File: src/rtl/user_event_gen_pkg.sv
// Shared definitions for the user event stream: event codes, button
// indices and the per-button auto-repeat phase.
package user_event_gen_pkg;

   localparam logic [2:0] EV_NONE     = 3'd0;
   localparam logic [2:0] EV_LEFT     = 3'd1;
   localparam logic [2:0] EV_RIGHT    = 3'd2;
   localparam logic [2:0] EV_DOWN     = 3'd3;
   localparam logic [2:0] EV_ROTATE   = 3'd4;
   localparam logic [2:0] EV_NEW_GAME = 3'd5;

   localparam int BTN_LEFT     = 0;
   localparam int BTN_RIGHT    = 1;
   localparam int BTN_DOWN     = 2;
   localparam int BTN_ROTATE   = 3;
   localparam int BTN_NEW_GAME = 4;
   localparam int BTN_CNT      = 5;

   typedef enum logic [1:0] {
      RPT_IDLE   = 2'd0,
      RPT_DELAY  = 2'd1,
      RPT_REPEAT = 2'd2
   } rpt_state_t;

   // Event code produced by a given button index.
   function automatic logic [2:0] btn_event(input int idx);
      case (idx)
         BTN_LEFT:     return EV_LEFT;
         BTN_RIGHT:    return EV_RIGHT;
         BTN_DOWN:     return EV_DOWN;
         BTN_ROTATE:   return EV_ROTATE;
         BTN_NEW_GAME: return EV_NEW_GAME;
         default:      return EV_NONE;
      endcase
   endfunction

endpackage

File: src/rtl/user_event_fifo.sv
// Show-ahead FIFO: the head entry is read combinationally from storage.
// Pointers carry one extra wrap bit to tell full from empty. A push into a
// full FIFO is dropped unless a pop happens in the same cycle; a dropped
// push sets a sticky overflow flag.
module user_event_fifo #(
   parameter int WIDTH = 3,
   parameter int DEPTH = 4
) (
   input  logic             clk,
   input  logic             rst,
   input  logic             push,
   input  logic [WIDTH-1:0] din,
   input  logic             pop,
   output logic [WIDTH-1:0] dout,
   output logic             full,
   output logic             empty,
   output logic             overflow
);

   localparam int AW = $clog2(DEPTH);
   localparam int PW = AW + 1;

   logic [WIDTH-1:0] mem [DEPTH];
   logic [PW-1:0]    wr_ptr_reg;
   logic [PW-1:0]    rd_ptr_reg;
   logic             overflow_reg;
   logic             pop_ok;
   logic             push_ok;

   assign empty    = (wr_ptr_reg == rd_ptr_reg);
   assign full     = (wr_ptr_reg[AW] != rd_ptr_reg[AW]) &&
                     (wr_ptr_reg[AW-1:0] == rd_ptr_reg[AW-1:0]);
   assign pop_ok   = pop & ~empty;
   // A pop in the same cycle frees the slot the push needs.
   assign push_ok  = push & (~full | pop_ok);
   assign dout     = empty ? '0 : mem[rd_ptr_reg[AW-1:0]];
   assign overflow = overflow_reg;

   // Storage write; contents need no reset since empty masks the head.
   always_ff @(posedge clk) begin
      if (push_ok) begin
         mem[wr_ptr_reg[AW-1:0]] <= din;
      end
   end

   // Pointer and sticky overflow update.
   always_ff @(posedge clk or posedge rst) begin
      if (rst) begin
         wr_ptr_reg   <= '0;
         rd_ptr_reg   <= '0;
         overflow_reg <= 1'b0;
      end else begin
         if (push_ok) wr_ptr_reg <= wr_ptr_reg + PW'(1);
         if (pop_ok)  rd_ptr_reg <= rd_ptr_reg + PW'(1);
         if (push && !push_ok) overflow_reg <= 1'b1;
      end
   end

endmodule

File: src/rtl/user_event_gen.sv
// Button front end: synchronise and debounce five buttons, turn press edges
// (plus auto-repeat on left/right/down) into event codes, and queue them.
module user_event_gen
   import user_event_gen_pkg::*;
#(
   parameter int DEBOUNCE_CYCLES      = 250000,
   parameter int REPEAT_DELAY_CYCLES  = 12500000,
   parameter int REPEAT_PERIOD_CYCLES = 2500000,
   parameter int FIFO_DEPTH           = 4
) (
   input  logic         clk,
   input  logic         rst,
   input  logic [4:0]   btn_i,
   output logic [2:0]   event_o,
   output logic         event_ready_o,
   input  logic         event_rd_req_i,
   output logic         overflow_o
);

   localparam int DCW = $clog2(DEBOUNCE_CYCLES + 1);
   localparam int RMX = (REPEAT_DELAY_CYCLES > REPEAT_PERIOD_CYCLES) ?
                        REPEAT_DELAY_CYCLES : REPEAT_PERIOD_CYCLES;
   localparam int RCW = $clog2(RMX + 1);

   logic [BTN_CNT-1:0] sync1_reg, sync2_reg;
   logic [BTN_CNT-1:0] deb_level, deb_d_reg;
   logic [BTN_CNT-1:0] press, rpt_set, grant;
   logic [BTN_CNT-1:0] pending_reg, pending_next;
   logic               push;
   logic [2:0]         push_code;
   logic               fifo_empty, fifo_full;

   // Two-flop synchroniser and one-cycle delayed debounced level.
   always_ff @(posedge clk or posedge rst) begin
      if (rst) begin
         sync1_reg <= '0;
         sync2_reg <= '0;
         deb_d_reg <= '0;
      end else begin
         sync1_reg <= btn_i;
         sync2_reg <= sync1_reg;
         deb_d_reg <= deb_level;
      end
   end

   assign press = deb_level & ~deb_d_reg;

   for (genvar gi = 0; gi < BTN_CNT; gi++) begin : g_btn
      logic [DCW-1:0] cnt_reg;
      logic           deb_bit_reg;

      // Debounce: accept a new level only after it has been stable long enough.
      always_ff @(posedge clk or posedge rst) begin
         if (rst) begin
            cnt_reg     <= '0;
            deb_bit_reg <= 1'b0;
         end else if (sync2_reg[gi] != deb_bit_reg) begin
            if (cnt_reg == DCW'(DEBOUNCE_CYCLES - 1)) begin
               deb_bit_reg <= sync2_reg[gi];
               cnt_reg     <= '0;
            end else begin
               cnt_reg <= cnt_reg + DCW'(1);
            end
         end else begin
            cnt_reg <= '0;
         end
      end

      assign deb_level[gi] = deb_bit_reg;

      if (gi <= BTN_DOWN) begin : g_rpt
         rpt_state_t     state_reg, state_next;
         logic [RCW-1:0] rcnt_reg, rcnt_next;
         logic           hit;

         // Repeat phase and hold counter register.
         always_ff @(posedge clk or posedge rst) begin
            if (rst) begin
               state_reg <= RPT_IDLE;
               rcnt_reg  <= '0;
            end else begin
               state_reg <= state_next;
               rcnt_reg  <= rcnt_next;
            end
         end

         // Repeat phase sequencing; release wins over a coinciding repeat tick.
         always_comb begin
            state_next = state_reg;
            rcnt_next  = rcnt_reg;
            hit        = 1'b0;
            case (state_reg)
               RPT_IDLE: begin
                  if (press[gi]) begin
                     state_next = RPT_DELAY;
                     rcnt_next  = '0;
                  end
               end
               RPT_DELAY: begin
                  if (!deb_level[gi]) begin
                     state_next = RPT_IDLE;
                     rcnt_next  = '0;
                  end else if (rcnt_reg == RCW'(REPEAT_DELAY_CYCLES - 1)) begin
                     hit        = 1'b1;
                     state_next = RPT_REPEAT;
                     rcnt_next  = '0;
                  end else begin
                     rcnt_next = rcnt_reg + RCW'(1);
                  end
               end
               RPT_REPEAT: begin
                  if (!deb_level[gi]) begin
                     state_next = RPT_IDLE;
                     rcnt_next  = '0;
                  end else if (rcnt_reg == RCW'(REPEAT_PERIOD_CYCLES - 1)) begin
                     hit        = 1'b1;
                     rcnt_next  = '0;
                  end else begin
                     rcnt_next = rcnt_reg + RCW'(1);
                  end
               end
               default: begin
                  state_next = RPT_IDLE;
                  rcnt_next  = '0;
               end
            endcase
         end

         assign rpt_set[gi] = hit;
      end else begin : g_no_rpt
         assign rpt_set[gi] = 1'b0;
      end
   end

   // Fixed-priority arbiter: one push per cycle, new_game first.
   always_comb begin
      grant     = '0;
      push_code = EV_NONE;
      if (pending_reg[BTN_NEW_GAME])    grant[BTN_NEW_GAME] = 1'b1;
      else if (pending_reg[BTN_ROTATE]) grant[BTN_ROTATE]   = 1'b1;
      else if (pending_reg[BTN_LEFT])   grant[BTN_LEFT]     = 1'b1;
      else if (pending_reg[BTN_RIGHT])  grant[BTN_RIGHT]    = 1'b1;
      else if (pending_reg[BTN_DOWN])   grant[BTN_DOWN]     = 1'b1;
      for (int i = 0; i < BTN_CNT; i++) begin
         if (grant[i]) push_code = btn_event(i);
      end
   end

   assign push         = |grant;
   // The winner clears even if the FIFO drops it; new sets always win.
   assign pending_next = press | rpt_set | (pending_reg & ~grant);

   // Pending flag register.
   always_ff @(posedge clk or posedge rst) begin
      if (rst) pending_reg <= '0;
      else     pending_reg <= pending_next;
   end

   user_event_fifo #(
      .WIDTH (3),
      .DEPTH (FIFO_DEPTH)
   ) u_fifo (
      .clk      (clk),
      .rst      (rst),
      .push     (push),
      .din      (push_code),
      .pop      (event_rd_req_i),
      .dout     (event_o),
      .full     (fifo_full),
      .empty    (fifo_empty),
      .overflow (overflow_o)
   );

   assign event_ready_o = ~fifo_empty;

endmodule

File: config.mk
export PLATFORM = sky130hd
export DESIGN_NAME = user_event_gen
export DESIGN_NICKNAME = d
export VERILOG_FILES = /design/src/rtl/user_event_gen_pkg.sv /design/src/rtl/user_event_fifo.sv /design/src/rtl/user_event_gen.sv
export SDC_FILE = /design/constraint.sdc
export NUM_CORES = 1
export LEC_CHECK = 0
export ABC_AREA = 1
export CORE_UTILIZATION = 40
export DETAILED_ROUTE_END_ITERATION = 7
export DONT_BUFFER_PORTS = 1
export PLACE_DENSITY = 0.6
export SETUP_SLACK_MARGIN = 0.4
export SLEW_MARGIN = 20
export SYNTH_ARGS = -nofsm -noshare
export SYNTH_HDL_FRONTEND = slang
export SYNTH_SLANG_ARGS = --single-unit
File: constraint.sdc
create_clock -name clk -period 8.6 [get_ports clk]
set_input_delay 1.72 -clock clk [delete_from_list [all_inputs] [get_ports clk]]
set_output_delay 1.72 -clock clk [all_outputs]
set_load 0.1 [all_outputs]
==> load_flow_metrics.sql <==
INSERT INTO impl_metrics (metric_group, metric, value, unit) VALUES
('clock_tree', 'tritoncts', 'built', ''),
('sta', 'fin_tns_setup', '0', 'ns'),
('grt', 'grt_antenna_before_repair', '0', ''),
('die', 'start_util', '0.408', ''),
('grt', 'met2_track_utilization_from_global_routing', '0.249', ''),
('routing', 'routed_wirelength', '22300', 'um'),
('routing', 'drt_drc_violations_left', '0', ''),
('routing', 'postRouteAntennaNets', '0', ''),
('sta', 'finalCritPeriodShare', '0.524', ''),
('setup_path', 'worstReg2RegEnd', 'u_fifo.rd_ptr_reg[1]$_DFFE_PP0P_', ''),
('sta', 'tightestPinTransition', '1.02', 'ns'),
('setup_path', 'critical_path.endpoint_type', 'primary output', ''),
('clock_tree', 'root_buffer', 'clkbuf_16', ''),
('clock_tree', 'later_pin_clock_latency_in_the_skew_report', '0.51', 'ns'),
('grt', 'global_route.peak_usage_layer', 'met2', ''),
('sta', 'rsz0062_at_grt', 'no', ''),
('setup_path', 'crit_path_required_time', '6.88', 'ns'),
('die', 'core_area', '27900', 'um2'),
('pwr', 'power.leakage', '0.00572', 'uW'),
('sta', 'maxClockFrequency', '222', 'MHz'),
('clock_tree', 'cts_htree_levels', '1', ''),
('sta', 'maxSlewViolCount', '0', ''),
('clock_tree', 'cts_num_sinks', '212', ''),
('setup_path', 'reg2regPathDepth', '6', ''),
('logic_synthesis', 'synth_flop_cell', 'dfrtp_1', ''),
('logic_synthesis', 'yosys.area.top_type', 'dfrtp_1', ''),
('worst_hold_path', 'worstHoldStart', 'sync1_reg[3]$_DFF_PP0_', ''),
('routing', 'drtPass1Iterations', '5', ''),
('place', 'place.detailed.instances', '1812', ''),
('grt', 'grt_max_degree', '124', ''),
('logic_synthesis', 'post_synth_num_cell_types', '38', ''),
('logic_synthesis', 'postSynthRegisterBits', '212', ''),
('pwr', 'power.ir.vdd_worst', '170', 'uV'),
('clock_tree', 'ctsLongestPathBuffers', '3', ''),
('layout', 'largest_register_ffs', '90', ''),
('logic_synthesis', 'number_of_enable_flip_flop_cells_after_synthesis', '12', ''),
('setup_path', 'regToRegStartpoint', 'u_fifo.rd_ptr_reg[0]$_DFFE_PP0P_', ''),
('logic_synthesis', 'ys_async_sr_fraction', '0.943', ''),
('die', 'die_width', '170', 'um'),
('logic_synthesis', 'synth_top_cell_area_share', '0.441', ''),
('sta', 'final.setup.worst_slack', '4.09', 'ns'),
('die', 'floorplan.die_area', '29100', 'um2'),
('status', 'result_of_the_run', 'finished, final reports clean', ''),
('layout', 'area_growth_syn_to_layout', '10.8', '%'),
('die', 'ioPinCount', '13', ''),
('layout', 'design.final.nets', '1491', ''),
('logic_synthesis', 'post_synth_main_area_contributors', 'dfrtp_1 44%, nand2_1 9.0%, nor2_1 8.2%', ''),
('clock_tree', 'post_cts_resized', '0', ''),
('setup_path', 'critical_path_arrival', '2.79', 'ns'),
('logic_synthesis', 'yosys_warnings', '0', ''),
('logic_synthesis', 'postSynthCellCount', '1446', ''),
('place', 'dp_slack', '4.62', 'ns'),
('logic_synthesis', 'syn_nets', '1476', ''),
('layout', 'num_antenna_cells', '0', ''),
('grt', 'grt_first_pass_wirelength', '39000', 'um'),
('place', 'numPortBuffers', '0', ''),
('layout', 'nFillCells', '2754', ''),
('logic_synthesis', 'synthMostInstantiatedCell', 'nand2_1', ''),
('pwr', 'power-per-cell-area', '168', 'nW/um2'),
('logic_synthesis', 'post_synth_most_frequent_cells', '273 x nand2_1, 249 x nor2_1, 205 x inv_1', ''),
('die', 'fp-row-count', '61', ''),
('job', 'max_cap_violations', '0', ''),
('clock_tree', 'cts_buffers', '25', ''),
('setup_path', 'setup.reg_to_reg.worst_slack', '6.41', 'ns'),
('sta', 'worst_slew_margin_rel', '0.316', ''),
('routing', 'first_iter_violations', '444', ''),
('sta', 'report.final.hold_viol_count', '0', ''),
('grt', 'grt_util_all_layers', '0.161', ''),
('layout', 'final_cells', '1857', ''),
('routing', 'viasPerCell', '4.81', ''),
('routing', 'detailroute.via_count', '8928', '');
## worst max-delay path by stage
stage | start | end | slack, ns
2_1_floorplan | rst | deb_d_reg[0]$_DFF_PP0_ | 1.43
3_3_place_gp | u_fifo.rd_ptr_reg[0]$_DFFE_PP0P_ | event_o[1] | 4.64
3_5_place_dp | u_fifo.rd_ptr_reg[0]$_DFFE_PP0P_ | event_o[1] | 4.62
4_1_cts | u_fifo.rd_ptr_reg[0]$_DFFE_PP0P_ | event_o[1] | 4.07
5_1_grt | u_fifo.rd_ptr_reg[0]$_DFFE_PP0P_ | event_o[1] | 3.94
6_report | u_fifo.rd_ptr_reg[0]$_DFFE_PP0P_ | event_o[1] | 4.09
## through the flow
stage          area, um2  power, uW  hold WS [ns]
4_1_cts            12600       2160         0.349
6_report           12600       2120         0.346
3_5_place_dp       11700       1080         0.337
3_3_place_gp       11700       1080         0.333
2_1_floorplan      11400       1070         0.331
5_1_grt            12600       2200         0.352
## worst max-delay path: stages, from the launching register on
cell     delay [ns]
dfrtp_1        0.50
xor2_1         0.17
a21oi_1        0.08
nand2_1        0.77
nand2_1        0.11
inv_1          0.65
## kinds of logic (layout without fill, tap and decap cells)
kind of cell,Yosys count,in the layout,synth area share
AO/OA/AOI/OAI,116,116,0.0560
adder cells (fa/ha/maj),22,22,0.0242
XOR/XNOR,63,63,0.0486
flip-flops,212,212,0.473
AND/OR/NAND/NOR,805,805,0.318
buffers and inverters,228,261,0.0805
## metal layers
metal,vias to the layer above,share of wire
met5,-,0
met4,0,0.023
met3,29,0.028
met2,97,0.43
met1,4157,0.52
li1,4645,-
## report_power, final
| part | internal [uW] | leakage, uW | total (uW) | switching [uW] |
|---|---|---|---|---|
| Clock | 660 | 0.000417 | 1060 | 403 |
| Sequential | 1010 | 0.00288 | 1020 | 5.48 |
| Combinational | 7.57 | 0.00242 | 38.5 | 30.9 |
## placed cells by master, fill, tap and decap left out, drive strengths merged, types with 6 or more instances in the layout
cell    Yosys  routed
a31oi       6       6
clkinv      1       6
xor2       50      50
nor3       56      56
o22ai       6       6
ha         22      22
nand4      48      48
nor3b      10      10
dfrtp     200     200
a21oi      39      39
o21ai      55      55
clkbuf      0      36
inv       214     214
nand3     106     106
xnor2      13      13
nand2     293     293
edfxtp     12      12
nor2      281     281
## layout make-up
cell class | count | area, um2 | area share
clock buffer | 36 | 747 | 0.0594
clock inverter | 9 | 100 | 0.00796
tap | 378 | 473 | 0.0376
sequential | 212 | 5370 | 0.426
timing repair buffer | 1 | 7.51 | 0.000597
multi-input combinational | 1006 | 5070 | 0.403
inverter | 215 | 815 | 0.0647
No activity file was read; power rests on OpenSTA's default activity.
